[config.mk]
export PLATFORM = sky130hd
export DESIGN_NAME = hazard_controller
export DESIGN_NICKNAME = d
export VERILOG_FILES = /design/src/rtl/hazard_pkg.sv /design/src/rtl/hazard_detect.sv /design/src/rtl/hazard_controller.sv
export SDC_FILE = /design/constraint.sdc
export NUM_CORES = 1
export LEC_CHECK = 0
export BUFFER_PORTS_ARGS = -buffer_cell sky130_fd_sc_hd__buf_2
export CORE_MARGIN = 1
export CORE_UTILIZATION = 30
export CTS_CLUSTER_DIAMETER = 30
export DETAILED_ROUTE_END_ITERATION = 16
export GPL_ROUTABILITY_DRIVEN = 1
export GPL_TIMING_DRIVEN = 0
export HOLD_SLACK_MARGIN = 0.05
export PLACE_DENSITY_LB_ADDON = 0.25
export SLEW_MARGIN = 25
export SYNTH_ARGS = -nofsm -noshare
export SYNTH_HDL_FRONTEND = slang
export SYNTH_SLANG_ARGS = --single-unit
[constraint.sdc]
create_clock -name clk -period 3.6 [get_ports clk]
set_input_delay 1.08 -clock clk [delete_from_list [all_inputs] [get_ports clk]]
set_output_delay 1.08 -clock clk [all_outputs]
set_load 0.05 [all_outputs]
[src/rtl/hazard_pkg.sv]
// Shared types and defaults for the pipeline hazard controller.
//   hz_state_e  : controller FSM states (RUN, LOAD_BUB, MEM_WAIT, ABORT)
//   pipe_ctrl_t : the seven stall/flush enables driven to the pipeline registers
//   CTRL_*      : canned stall/flush patterns used by the FSM
package hazard_pkg;

  localparam int unsigned REG_W_DEF  = 4;
  localparam int unsigned PC_REG_DEF = 15;

  typedef enum logic [1:0] {
    RUN      = 2'd0,
    LOAD_BUB = 2'd1,
    MEM_WAIT = 2'd2,
    ABORT    = 2'd3
  } hz_state_e;

  typedef struct packed {
    logic pc_stall;
    logic ifid_stall;
    logic idex_stall;
    logic exmem_stall;
    logic ifid_flush;
    logic idex_flush;
    logic memwb_flush;
  } pipe_ctrl_t;

  localparam pipe_ctrl_t CTRL_NONE = '0;

  // Whole front of the pipe frozen, bubble pushed into WB while MEM waits.
  localparam pipe_ctrl_t CTRL_MEM_STALL = '{
    pc_stall: 1'b1, ifid_stall: 1'b1, idex_stall: 1'b1, exmem_stall: 1'b1,
    ifid_flush: 1'b0, idex_flush: 1'b0, memwb_flush: 1'b1};

  localparam pipe_ctrl_t CTRL_BRANCH = '{
    pc_stall: 1'b0, ifid_stall: 1'b0, idex_stall: 1'b0, exmem_stall: 1'b0,
    ifid_flush: 1'b1, idex_flush: 1'b1, memwb_flush: 1'b0};

  localparam pipe_ctrl_t CTRL_LOAD_USE = '{
    pc_stall: 1'b1, ifid_stall: 1'b1, idex_stall: 1'b0, exmem_stall: 1'b0,
    ifid_flush: 1'b0, idex_flush: 1'b1, memwb_flush: 1'b0};

  localparam pipe_ctrl_t CTRL_ABORT = '{
    pc_stall: 1'b0, ifid_stall: 1'b0, idex_stall: 1'b0, exmem_stall: 1'b0,
    ifid_flush: 1'b1, idex_flush: 1'b1, memwb_flush: 1'b1};

endpackage

[src/rtl/hazard_detect.sv]
// Combinational load-use hazard compare between the ID-stage sources and a
// load sitting in EX. Writes to the PC register are never a data hazard.
//   id_valid_i, id_rs1_i/id_rs2_i, id_use1_i/id_use2_i : ID instruction sources
//   ex_valid_i, ex_rd_i, ex_regw_i, ex_memread_i       : EX instruction status
//   load_use_o                                         : hazard detected
module hazard_detect
  import hazard_pkg::*;
#(
  parameter int unsigned REG_W  = REG_W_DEF,
  parameter int unsigned PC_REG = PC_REG_DEF
) (
  input  logic             id_valid_i,
  input  logic [REG_W-1:0] id_rs1_i,
  input  logic [REG_W-1:0] id_rs2_i,
  input  logic             id_use1_i,
  input  logic             id_use2_i,
  input  logic             ex_valid_i,
  input  logic [REG_W-1:0] ex_rd_i,
  input  logic             ex_regw_i,
  input  logic             ex_memread_i,
  output logic             load_use_o
);

  localparam logic [REG_W-1:0] PC_ID = REG_W'(PC_REG);

  logic src_match;

  assign src_match  = (id_use1_i & (id_rs1_i == ex_rd_i)) |
                      (id_use2_i & (id_rs2_i == ex_rd_i));

  assign load_use_o = id_valid_i & ex_valid_i & ex_memread_i & ex_regw_i &
                      (ex_rd_i != PC_ID) & src_match;

endmodule

[src/rtl/hazard_controller.sv]
// Pipeline sequencing controller: generates every stall/flush enable for the
// IF/ID/EX/MEM/WB registers to cover load-use, taken-branch and multi-cycle
// data-memory hazards. Outputs are combinational from state and inputs.
//   clk, rst_n                         : clock, async active-low reset
//   id_*, ex_*                         : decode / execute stage status
//   br_taken                           : branch in EX resolved taken
//   mem_req, mem_ready                 : MEM-stage access handshake
//   pc/ifid/idex/exmem_stall           : hold pipeline registers
//   ifid/idex/memwb_flush              : insert bubbles
//   mem_timeout_err                    : sticky memory-timeout abort flag
//   state_o                            : FSM state for debug
// Optional: define HAZARD_PERF_EN to add stall_cycles, flush_events and
// load_use_events saturating performance counters (CNT_W bits each).
module hazard_controller
  import hazard_pkg::*;
#(
  parameter int unsigned REG_W       = REG_W_DEF,
  parameter int unsigned PC_REG      = PC_REG_DEF,
  parameter int unsigned MEM_TIMEOUT = 16,
  parameter int unsigned CNT_W       = 16
) (
  input  logic             clk,
  input  logic             rst_n,
  input  logic             id_valid,
  input  logic [REG_W-1:0] id_rs1,
  input  logic [REG_W-1:0] id_rs2,
  input  logic             id_use1,
  input  logic             id_use2,
  input  logic             ex_valid,
  input  logic [REG_W-1:0] ex_rd,
  input  logic             ex_regw,
  input  logic             ex_memread,
  input  logic             br_taken,
  input  logic             mem_req,
  input  logic             mem_ready,
  output logic             pc_stall,
  output logic             ifid_stall,
  output logic             idex_stall,
  output logic             exmem_stall,
  output logic             ifid_flush,
  output logic             idex_flush,
  output logic             memwb_flush,
  output logic             mem_timeout_err,
  output logic [1:0]       state_o
`ifdef HAZARD_PERF_EN
  ,
  output logic [CNT_W-1:0] stall_cycles,
  output logic [CNT_W-1:0] flush_events,
  output logic [CNT_W-1:0] load_use_events
`endif
);

  localparam int unsigned      TO_W     = $clog2(MEM_TIMEOUT + 1);
  localparam logic [TO_W-1:0]  TO_LIMIT = TO_W'(MEM_TIMEOUT);
  localparam logic [TO_W-1:0]  CNT_ONE  = TO_W'(1);

  hz_state_e       state_q, state_d;
  logic [TO_W-1:0] cnt_q, cnt_d, cnt_inc;
  logic            err_q, err_d;
  pipe_ctrl_t      ctrl, ctrl_out;
  logic            load_use;

  hazard_detect #(
    .REG_W  (REG_W),
    .PC_REG (PC_REG)
  ) u_detect (
    .id_valid_i   (id_valid),
    .id_rs1_i     (id_rs1),
    .id_rs2_i     (id_rs2),
    .id_use1_i    (id_use1),
    .id_use2_i    (id_use2),
    .ex_valid_i   (ex_valid),
    .ex_rd_i      (ex_rd),
    .ex_regw_i    (ex_regw),
    .ex_memread_i (ex_memread),
    .load_use_o   (load_use)
  );

  assign cnt_inc = (cnt_q == TO_LIMIT) ? cnt_q : cnt_q + 1'b1;

  always_comb begin
    state_d = state_q;
    cnt_d   = cnt_q;
    err_d   = err_q;
    ctrl    = CTRL_NONE;
    unique case (state_q)
      RUN, LOAD_BUB: begin
        if (mem_req & ~mem_ready) begin
          ctrl    = CTRL_MEM_STALL;
          state_d = MEM_WAIT;
          cnt_d   = CNT_ONE;
        end else if (state_q == LOAD_BUB) begin
          state_d = RUN;
        end else if (br_taken) begin
          ctrl = CTRL_BRANCH;
        end else if (load_use) begin
          ctrl    = CTRL_LOAD_USE;
          state_d = LOAD_BUB;
        end
      end
      MEM_WAIT: begin
        if (mem_req & mem_ready) begin
          // The completing cycle is the first one where the pipe advances, so
          // the frozen EX/ID contents are resolved here exactly as in RUN;
          // a branch held across the wait is flushed now rather than lost.
          state_d = RUN;
          cnt_d   = '0;
          if (br_taken) begin
            ctrl = CTRL_BRANCH;
          end else if (load_use) begin
            ctrl    = CTRL_LOAD_USE;
            state_d = LOAD_BUB;
          end
        end else begin
          // cnt_inc counts this cycle too, so the limit equals stalled cycles.
          ctrl = CTRL_MEM_STALL;
          if (cnt_inc == TO_LIMIT) begin
            err_d   = 1'b1;
            state_d = ABORT;
            cnt_d   = '0;
          end else begin
            cnt_d = cnt_inc;
          end
        end
      end
      ABORT: begin
        ctrl    = CTRL_ABORT;
        state_d = RUN;
      end
      default: state_d = RUN;
    endcase
  end

  always_ff @(posedge clk or negedge rst_n) begin
    if (!rst_n) begin
      state_q <= RUN;
      cnt_q   <= '0;
      err_q   <= 1'b0;
    end else begin
      state_q <= state_d;
      cnt_q   <= cnt_d;
      err_q   <= err_d;
    end
  end

  // Held inputs must not leak through the combinational path during reset.
  assign ctrl_out = rst_n ? ctrl : CTRL_NONE;

  assign pc_stall        = ctrl_out.pc_stall;
  assign ifid_stall      = ctrl_out.ifid_stall;
  assign idex_stall      = ctrl_out.idex_stall;
  assign exmem_stall     = ctrl_out.exmem_stall;
  assign ifid_flush      = ctrl_out.ifid_flush;
  assign idex_flush      = ctrl_out.idex_flush;
  assign memwb_flush     = ctrl_out.memwb_flush;
  assign mem_timeout_err = err_q;
  assign state_o         = state_q;

`ifdef HAZARD_PERF_EN
  logic [CNT_W-1:0] stall_q, flush_q, lu_q;
  logic             flush_evt, lu_evt;

  // A load-use idex_flush always enters LOAD_BUB; every other one is a
  // branch or abort flush.
  assign flush_evt = ctrl_out.idex_flush & (state_d != LOAD_BUB);
  assign lu_evt    = rst_n & (state_d == LOAD_BUB);

  always_ff @(posedge clk or negedge rst_n) begin
    if (!rst_n) begin
      stall_q <= '0;
      flush_q <= '0;
      lu_q    <= '0;
    end else begin
      if (ctrl_out.pc_stall && (stall_q != '1)) stall_q <= stall_q + 1'b1;
      if (flush_evt && (flush_q != '1))         flush_q <= flush_q + 1'b1;
      if (lu_evt && (lu_q != '1))               lu_q    <= lu_q + 1'b1;
    end
  end

  assign stall_cycles    = stall_q;
  assign flush_events    = flush_q;
  assign load_use_events = lu_q;
`endif

endmodule

==> results of run 1 <==
metal layers:
layer | GRT usage | share of wire | vias up
li1 | - | - | 361
met1 | 0.1701 | 0.46 | 329
met2 | 0.2466 | 0.46 | 34
met3 | 0.01869 | 0.054 | 4
met4 | 0.1143 | 0.030 | 0
met5 | 0 | 0 | -
synthesized netlist by cell type:
cell and count:
nand2_1 10, dfrtp_1 8, nor2_1 6, xor2_1 6, o21ai_1 4, inv_1 3, nand2b_1 3, nand3_1 3
o21ai_0 3, xnor2_1 3, a21boi_0 2, a21oi_1 2, a22o_1 2, and2_1 2, buf_4 2, ha_1 2
nor2b_1 2, nor4_1 2, a211oi_1 1, a21o_1 1, a21oi_2 1, a41oi_1 1, and3_1 1, and3b_1 1
and4bb_2 1, nand4_1 1, nor4_2 1, o211ai_1 1, o21a_1 1, o21bai_1 1, o31a_1 1, o31ai_1 1
o32a_1 1, or2_1 1
cell families (layout without fill, tap and decap cells):
family | Yosys count | count (layout) | synth area share
compound gates | 23 | 23 | 0.2361
xor+xnor | 9 | 9 | 0.1171
fa+ha+maj | 2 | 2 | 0.03717
buf+inv | 5 | 40 | 0.03903
flops | 8 | 8 | 0.2974
simple gates | 34 | 34 | 0.2732
metrics by stage:
stage | std cells | power [W] | utilization | hold slack [ns] | setup WS, ns
floorplan | 81 | 0.0002406 | - | 0.4924 | 0.09852
global placement | 140 | 0.0002827 | 0.4271 | 0.4503 | 0.2179
detailed placement | 140 | 0.0002857 | 0.4271 | 0.4508 | 0.1896
CTS | 143 | 0.0003566 | 0.4381 | 0.4667 | 0.1793
global route | 143 | 0.0003796 | 0.4381 | 0.5001 | 0.1122
finish | 143 | 0.0003551 | 0.4381 | 0.4614 | 0.2065
path summary, 6_finish.rpt:
path / from / end / slack, ns / depth (start not counted)
max: ex_rd[1] / pc_stall / 0.21 / 7
max reg2reg: cnt_q[0] / cnt_q[4] / 1.81 / 7
min reg2reg: mem_timeout_err / mem_timeout_err / 0.46 / 1
min: mem_timeout_err / mem_timeout_err / 0.46 / 1
min in group asynchronous: rst_n / cnt_q[0] / 0.68 / 1
max in group asynchronous: rst_n / cnt_q[4] / 2.71 / 1
area by class of cell:
cell class | instances | area [um^2] | share of cell area
Buffer | 2 | 15.01 | 0.01678
Multi-Input combinational cell | 68 | 451.7 | 0.5049
Inverter | 3 | 11.26 | 0.01259
Timing Repair Buffer | 32 | 160.2 | 0.1790
Clock buffer | 3 | 22.52 | 0.02517
Tap cell | 27 | 33.78 | 0.03776
Sequential cell | 8 | 200.2 | 0.2238
flip-flops by register name, indices dropped and copies added, names as in the netlist:
| register | count |
|---|---|
| state_o | 2 |
| mem_timeout_err | 1 |
| cnt_q | 5 |
power by group:
part           switching [W]  internal (W)
registers          0.0000255      0.000107
logic              0.0000862     0.0000659
clock network      0.0000319     0.0000383
==> run metrics, run 1 <==
Design Area, Final=a little under 900 um^2; vias per cell=slightly above 5; sequential cell area fraction in the yosys report=0.2974; initial antenna violation count=0; Layout Nets=approximately 140; Mapped Nets=between 100 and 150; DR pass1 iterations=4; peak per-stage delay on the critical path=0.27 ns; slowest CP cell=nor4_1; RSZ-0062 raised after global routing=false; endpoints failing setup=0; fmax=294.7 MHz; fraction of layout cells with a size suffix above 1=0.3621; GP Congestion=about 0.73; Worst Path Required=about 2.5 ns; Resize count post-CTS=0; final hold violation count=0; Most common cell on crit path=buf_2; max_slew headroom=0.8214; antenna viol nets, final=0; CP Capture Type=output pin; largest net degree at the start of global routing=14; CTS H-tree lvls=1; largest cells by area after synthesis=dfrtp_1 (30%), xor2_1 (7.8%), nand2_1 (5.6%); setup_tns=0 ns; fill count=approximately 220; CP delay by family, top=buffers and inverters; crit path buf inv count=3; critical path class=in -> out; outcome=finished clean; Initial Utilization=0.3297; clk_lat worst skew=0.26 ns; GRT Residual Overflow=0; ant diodes=0; Pwr per Cell Area=roughly 400 nW/um^2; commonest non-fill, non-tap cell in the layout=buf_2; Num CTS Buffers=3; Area Growth Syn to Fin=32.90%; overall routing resource usage=0.1481; first-pass GRT wire length=between 2 and 3 mm; TritonCTS sink count=8; postcts setup bufs=0; post-detail-place hpwl=approximately 1.2 mm; die area=about 2400 um^2; drt total wl=around 1.5 mm; Core Region=2042 um^2; Clock Skew=approximately 0.0086 ns; vias in the first global route=between 600 and 700; Starting DRT DRC Count=8; Final period util=0.9426; largest area contributor in the netlist=dfrtp_1; Setup crit start kind=primary input; synthesized cell area=around 670 um^2; die height=slightly below 50 um; #FFs+latches synth=8; CTS tree=yes; Cell Area, Placed=around 870 um^2; Crit Path Max Fanout=3; CP Cell Sequence=buf_2 > xor2_1 > nor4_1 > o21ai_1 > o21bai_2 > buf_4 > buf_2; Clock transition at path regs=approximately 0.05 ns; hold crit path type=reg -> reg; Leak=0.4594 nW; Slew @ Worst Pin=0.2657 ns; die width=49.37 um; hold_buf cts=0; Longest Clk Path Bufs=2; vias=728; IO Count=33; Core Rows=16; commonest non-fill, non-tap cells in the layout=buf_2 (32), nand2_1 (10), dfrtp_1 (8); Pins Over Slew Limit=0; CP arrival=~2.3 ns; Yosys cell types=34; Max Cap Viol=0; PortBufs=32; yosys warns=0; VDD IR max=roughly 0.17 mV; area share of the largest cell type after synthesis=0.2974; post-DR wirelength/cell=approximately 11 um; Syn Area/Cell=just over 8 um^2; Final min period=3.394 ns; Mapped Cells=between 80 and 90; CTS Root Cell=clkbuf_4; DRC violations left=0
Power figures use the tool's default switching activity.
==> run 2, diff against run 1 <==
- CELL_PAD_IN_SITES_DETAIL_PLACEMENT: unset -> 1
- CELL_PAD_IN_SITES_GLOBAL_PLACEMENT: unset -> 1
- SYNTH_HIERARCHICAL: unset -> 1
==> run metrics, run 2 <==
worst setup margin=-0.01156 ns; Mapped Nets=roughly 110; die area=roughly 2800 um^2; DR pass1 iterations=4; CP arrival=between 2 and 3 ns; hold crit path type=reg -> reg; initial antenna violation count=0; slowest CP cell=o41ai_4; Clock Skew=~0.0073 ns; final hold violation count=0; GRT Residual Overflow=0; R2R Setup Slk=1.76 ns; critical path class=in -> out; outcome=finished, violations left; endpoints failing setup=2; RSZ-0062 raised after global routing=true; clk_lat worst skew=between 0.2 and 0.3 ns; Longest Clk Path Bufs=2; DRC violations left=0; Syn Area/Cell=about 9 um^2; Max Cap Viol=0; Leak=~0.52 nW; Fin Hold WS=between 0.4 and 0.5 ns; overall routing resource usage=0.1682; VDD IR max=between 0.3 and 0.4 mV; Final min period=~3.6 ns; fmax=approximately 280 MHz; crit path buf inv count=2; Final period util=1.003; peak per-stage delay on the critical path=0.33 ns; vias=a little under 800; die width=roughly 53 um; Num CTS Buffers=3; Starting DRT DRC Count=3; max_slew headroom=0.7485; Largest register FFs=5; Slew @ Worst Pin=0.3733 ns; EDFF count, synth=0; setup_tns=-0.01856 ns; CP delay by family, top=compound AO/OA/AOI/OAI gates; area share of the largest cell type after synthesis=0.2556; CP Cell Sequence=buf_6 > nand4_1 > a41oi_2 > nand3_2 > o41ai_4 > nand2b_1 > nor2_1 > o21a_2 > clkbuf_4; Clock transition at path regs=approximately 0.05 ns; CTS tree=yes; ant diodes=0; Core Rows=18; first-pass GRT wire length=3.408 mm; Pins Over Slew Limit=0; post-detail-place hpwl=~1.7 mm; failing checks=negative setup slack; fin cells=between 150 and 200; Pwr per Cell Area=~370 nW/um^2; asr flop ratio synth=1.000; Worst Path Required=around 2.5 ns; commonest non-fill, non-tap cells in the layout=buf_2 (27), xor2_1 (8), dfrtp_1 (8); antenna viol nets, final=0; CP Capture Type=output pin; Crit Path Max Fanout=2; hold_buf cts=0; Initial Utilization=0.3162; Core Region=2477 um^2; Area Growth Syn to Fin=37.70%; #FFs+latches synth=8; PortBufs=32; commonest non-fill, non-tap cell in the layout=buf_2; Post-synth top flop=dfrtp_1; largest net degree at the start of global routing=14; drt total wl=between 2 and 2.5 mm; IO Count=33; DP Cell Count=149; TritonCTS sink count=8; largest cells by area after synthesis=dfrtp_1 (26%), xor2_1 (8.9%), xnor2_1 (5.6%); die height=about 53 um; synthesized cell area=783.3 um^2; Most flops, register=cnt_q; vias in the first global route=slightly below 800; CTS H-tree lvls=1; GP Congestion=about 0.7; Setup crit start kind=primary input; Mapped Cells=87; fraction of layout cells with a size suffix above 1=0.4160; Total Power=roughly 0.0004 W; largest area contributor in the netlist=dfrtp_1; commonest cells in the netlist=dfrtp_1 (8), xor2_1 (8), a21oi_1 (6), nor2_1 (6), xnor2_1 (5); sequential cell area fraction in the yosys report=0.2556; Yosys cell types=37; Layout Nets=152; CTS Root Cell=clkbuf_4; yosys warns=6; post-DR wirelength/cell=approximately 14 um; vias per cell=just over 5
run 2: metal layers:
metal | global-route usage | part of all wire
met1 | 0.1986 | 0.42
met2 | 0.2996 | 0.52
met3 | 0.05172 | 0.058
met4 | 0.02632 | 0.0032
met5 | 0 | 0
run 2: worst paths after layout:
kind	start	end	cells past startpoint
min in group asynchronous	rst_n	state_o[1]	1
worst max-delay path	ex_memread	ifid_stall	9
max in group asynchronous	rst_n	cnt_q[1]	1
worst min register to register	mem_timeout_err	mem_timeout_err	1
worst min-delay path	mem_timeout_err	mem_timeout_err	1
worst max register to register	cnt_q[0]	cnt_q[4]	6
run 2: area by class of cell:
class                   instances  area (um^2)
plain buffers                   3        23.77
clock buffers                   3        22.52
fillers                       308         1399
inverters                       4        15.01
multi-input cells              72        565.5
flip-flops and latches          8        200.2
well taps                      30        37.54
repair buffers                 35        214.0
run 2: what timing repair did:
action                     CTS  global route
resized for setup            1             9
pin swaps                    0             5
setup endpoints to repair    1             2
buffers inserted             0             3
run 2: kinds of logic (layout without fill, tap and decap cells):
| family | count (synthesis) | in the layout | share of synthesized area |
|---|---|---|---|
| muxes | 2 | 2 | 0.02556 |
| buffers and inverters | 7 | 45 | 0.04471 |
| and+or+nand+nor | 31 | 31 | 0.2572 |
| adders and majority gates | 2 | 2 | 0.03194 |
| xor gates and xnor gates | 13 | 13 | 0.1454 |
| AOI/OAI and AO/OA | 24 | 24 | 0.2396 |
| DFF | 8 | 8 | 0.2556 |
run 2: per-stage QoR:
| stage | instance area [um^2] | utilization | worst slack, ns |
|---|---|---|---|
| after floorplan | 784.5 | - | 0.09732 |
| after global placement | 982.2 | 0.3965 | 0.001674 |
| after detailed placement | 982.2 | 0.3965 | -0.01773 |
| after CTS | 1007 | 0.4066 | 0.03458 |
| after global routing | 1079 | 0.4354 | -0.1346 |
| final | 1079 | 0.4354 | -0.01156 |
run 2: power by group:
part / internal (W) / switching (W)
logic: 0.0000875 / 0.000110
registers: 0.000107 / 0.0000257
clock network: 0.0000383 / 0.0000321
==> run 3, diff against run 2 <==
- REMOVE_ABC_BUFFERS: unset -> 1
- SETUP_SLACK_MARGIN: unset -> 0.3
- TNS_END_PERCENT: unset -> 1
==> run metrics, run 3 (synthesis gave the netlist of run 2 again) <==
outcome=finished clean; R2R Setup Slk=~1.8 ns; hold crit path type=reg -> reg; largest net degree at the start of global routing=14; commonest non-fill, non-tap cells in the layout=buf_2 (25), xor2_1 (8), dfrtp_1 (8); first-pass GRT wire length=~3 mm; Clock Skew=~0.00030 ns; GP Congestion=0.7671; Slew @ Worst Pin=~0.38 ns; Leak=0.4910 nW; peak per-stage delay on the critical path=approximately 0.26 ns; DRC violations left=0; die height=~53 um; post-DR wirelength/cell=about 13 um; ant diodes=0; VDD IR max=approximately 0.24 mV; Total Power=roughly 0.00040 W; CTS Root Cell=clkbuf_4; CP arrival=2.45 ns; commonest non-fill, non-tap cell in the layout=buf_2; Design Area, Final=1040 um^2; CP Cell Sequence=buf_6 > nand4_1 > a41oi_2 > nand3_2 > o41ai_4 > nand2b_1 > nor2_1 > o21a_1 > buf_6; Most flops, register=cnt_q; Max Cap Viol=0; Final min period=3.527 ns; CP Capture Type=output pin; initial antenna violation count=0; PortBufs=32; GRT Residual Overflow=0; Starting DRT DRC Count=1; die width=53.10 um; Cell Area, Placed=960.9 um^2; Core Rows=18; final hold violation count=0; critical path class=in -> out; post-detail-place hpwl=between 1.5 and 2 mm; die area=2819 um^2; vias per cell=5.141; vias in the first global route=a little under 700; TritonCTS sink count=8; Clock transition at path regs=~0.05 ns; Final period util=0.9797; CTS H-tree lvls=1; IO Count=33; DR pass1 iterations=4; Worst Path Required=between 2 and 3 ns; RSZ-0062 raised after global routing=true; hold_buf cts=0; fraction of layout cells with a size suffix above 1=0.3782; drt total wl=2.001 mm; slowest CP cell=o41ai_4; Crit Path Max Fanout=2; Core Region=about 2500 um^2; antenna viol nets, final=0; CTS tree=yes; overall routing resource usage=0.1514; Initial Utilization=0.3162; Pins Over Slew Limit=0; Area Growth Syn to Fin=32.75%; Layout Nets=approximately 150; endpoints failing setup=0; Setup crit start kind=primary input; Most common cell on crit path=buf_6; Num CTS Buffers=3; Longest Clk Path Bufs=2; fmax=283.5 MHz; clk_lat worst skew=0.25 ns; setup_tns=0 ns; max_slew headroom=0.7453; vias=around 770; Pwr per Cell Area=around 380 nW/um^2; Largest register FFs=5
==> run 3: repair_timing <==
item	in CTS	in global routing
buffers inserted	0	0
resized for setup	3	10
pin swaps	0	1
endpoints found under the setup margin	4	4
==> run 3: layout make-up <==
type | count | area [um^2]
Clock buffer | 3 | 22.52
Fill cell | 305 | 1438
Inverter | 4 | 15.01
Multi-Input combinational cell | 72 | 564.3
Sequential cell | 8 | 200.2
Tap cell | 30 | 37.54
Timing Repair Buffer | 32 | 200.2
==> run 3: layer usage <==
layer  GRT usage  routed length (um)
met5           0                   0
met4     0.03947                  21
met3     0.03448                  60
met2      0.2532                1014
met1      0.1934                 904
==> run 3: report_power, final <==
group | total [W] | leakage (nW) | internal, W | switching, W
clock | 0.0000696 | 0.0138 | 0.0000382 | 0.0000314
sequential | 0.000137 | 0.104 | 0.000107 | 0.0000296
combinational | 0.000190 | 0.373 | 0.0000841 | 0.000106
==> run 3: metrics by stage <==
step                  util  std cells  setup slack, ns  hold slack [ns]
finish              0.4197        149          0.07291           0.4743
global route        0.4197        149         -0.03549           0.5065
CTS                 0.4035        149          0.05551           0.4784
detailed placement  0.3879        146         -0.01907           0.4652
global placement    0.3879        146          0.02289           0.4562
floorplan                -         84         -0.08744           0.5345
==> run 3: worst paths after layout <==
| kind | from | to | depth (start not counted) |
|---|---|---|---|
| max | ex_regw | ifid_stall | 9 |
| min | mem_timeout_err | mem_timeout_err | 1 |
| max reg2reg | cnt_q[0] | cnt_q[4] | 6 |
| min reg2reg | mem_timeout_err | mem_timeout_err | 1 |
| max in group asynchronous | rst_n | cnt_q[4] | 1 |
| min in group asynchronous | rst_n | state_o[0] | 1 |
==> run 3: critical path, delay by kind of cell <==
family	cells	cell delay, ns
simple gates	4	0.46
buf+inv	2	0.25
compound gates	3	0.66
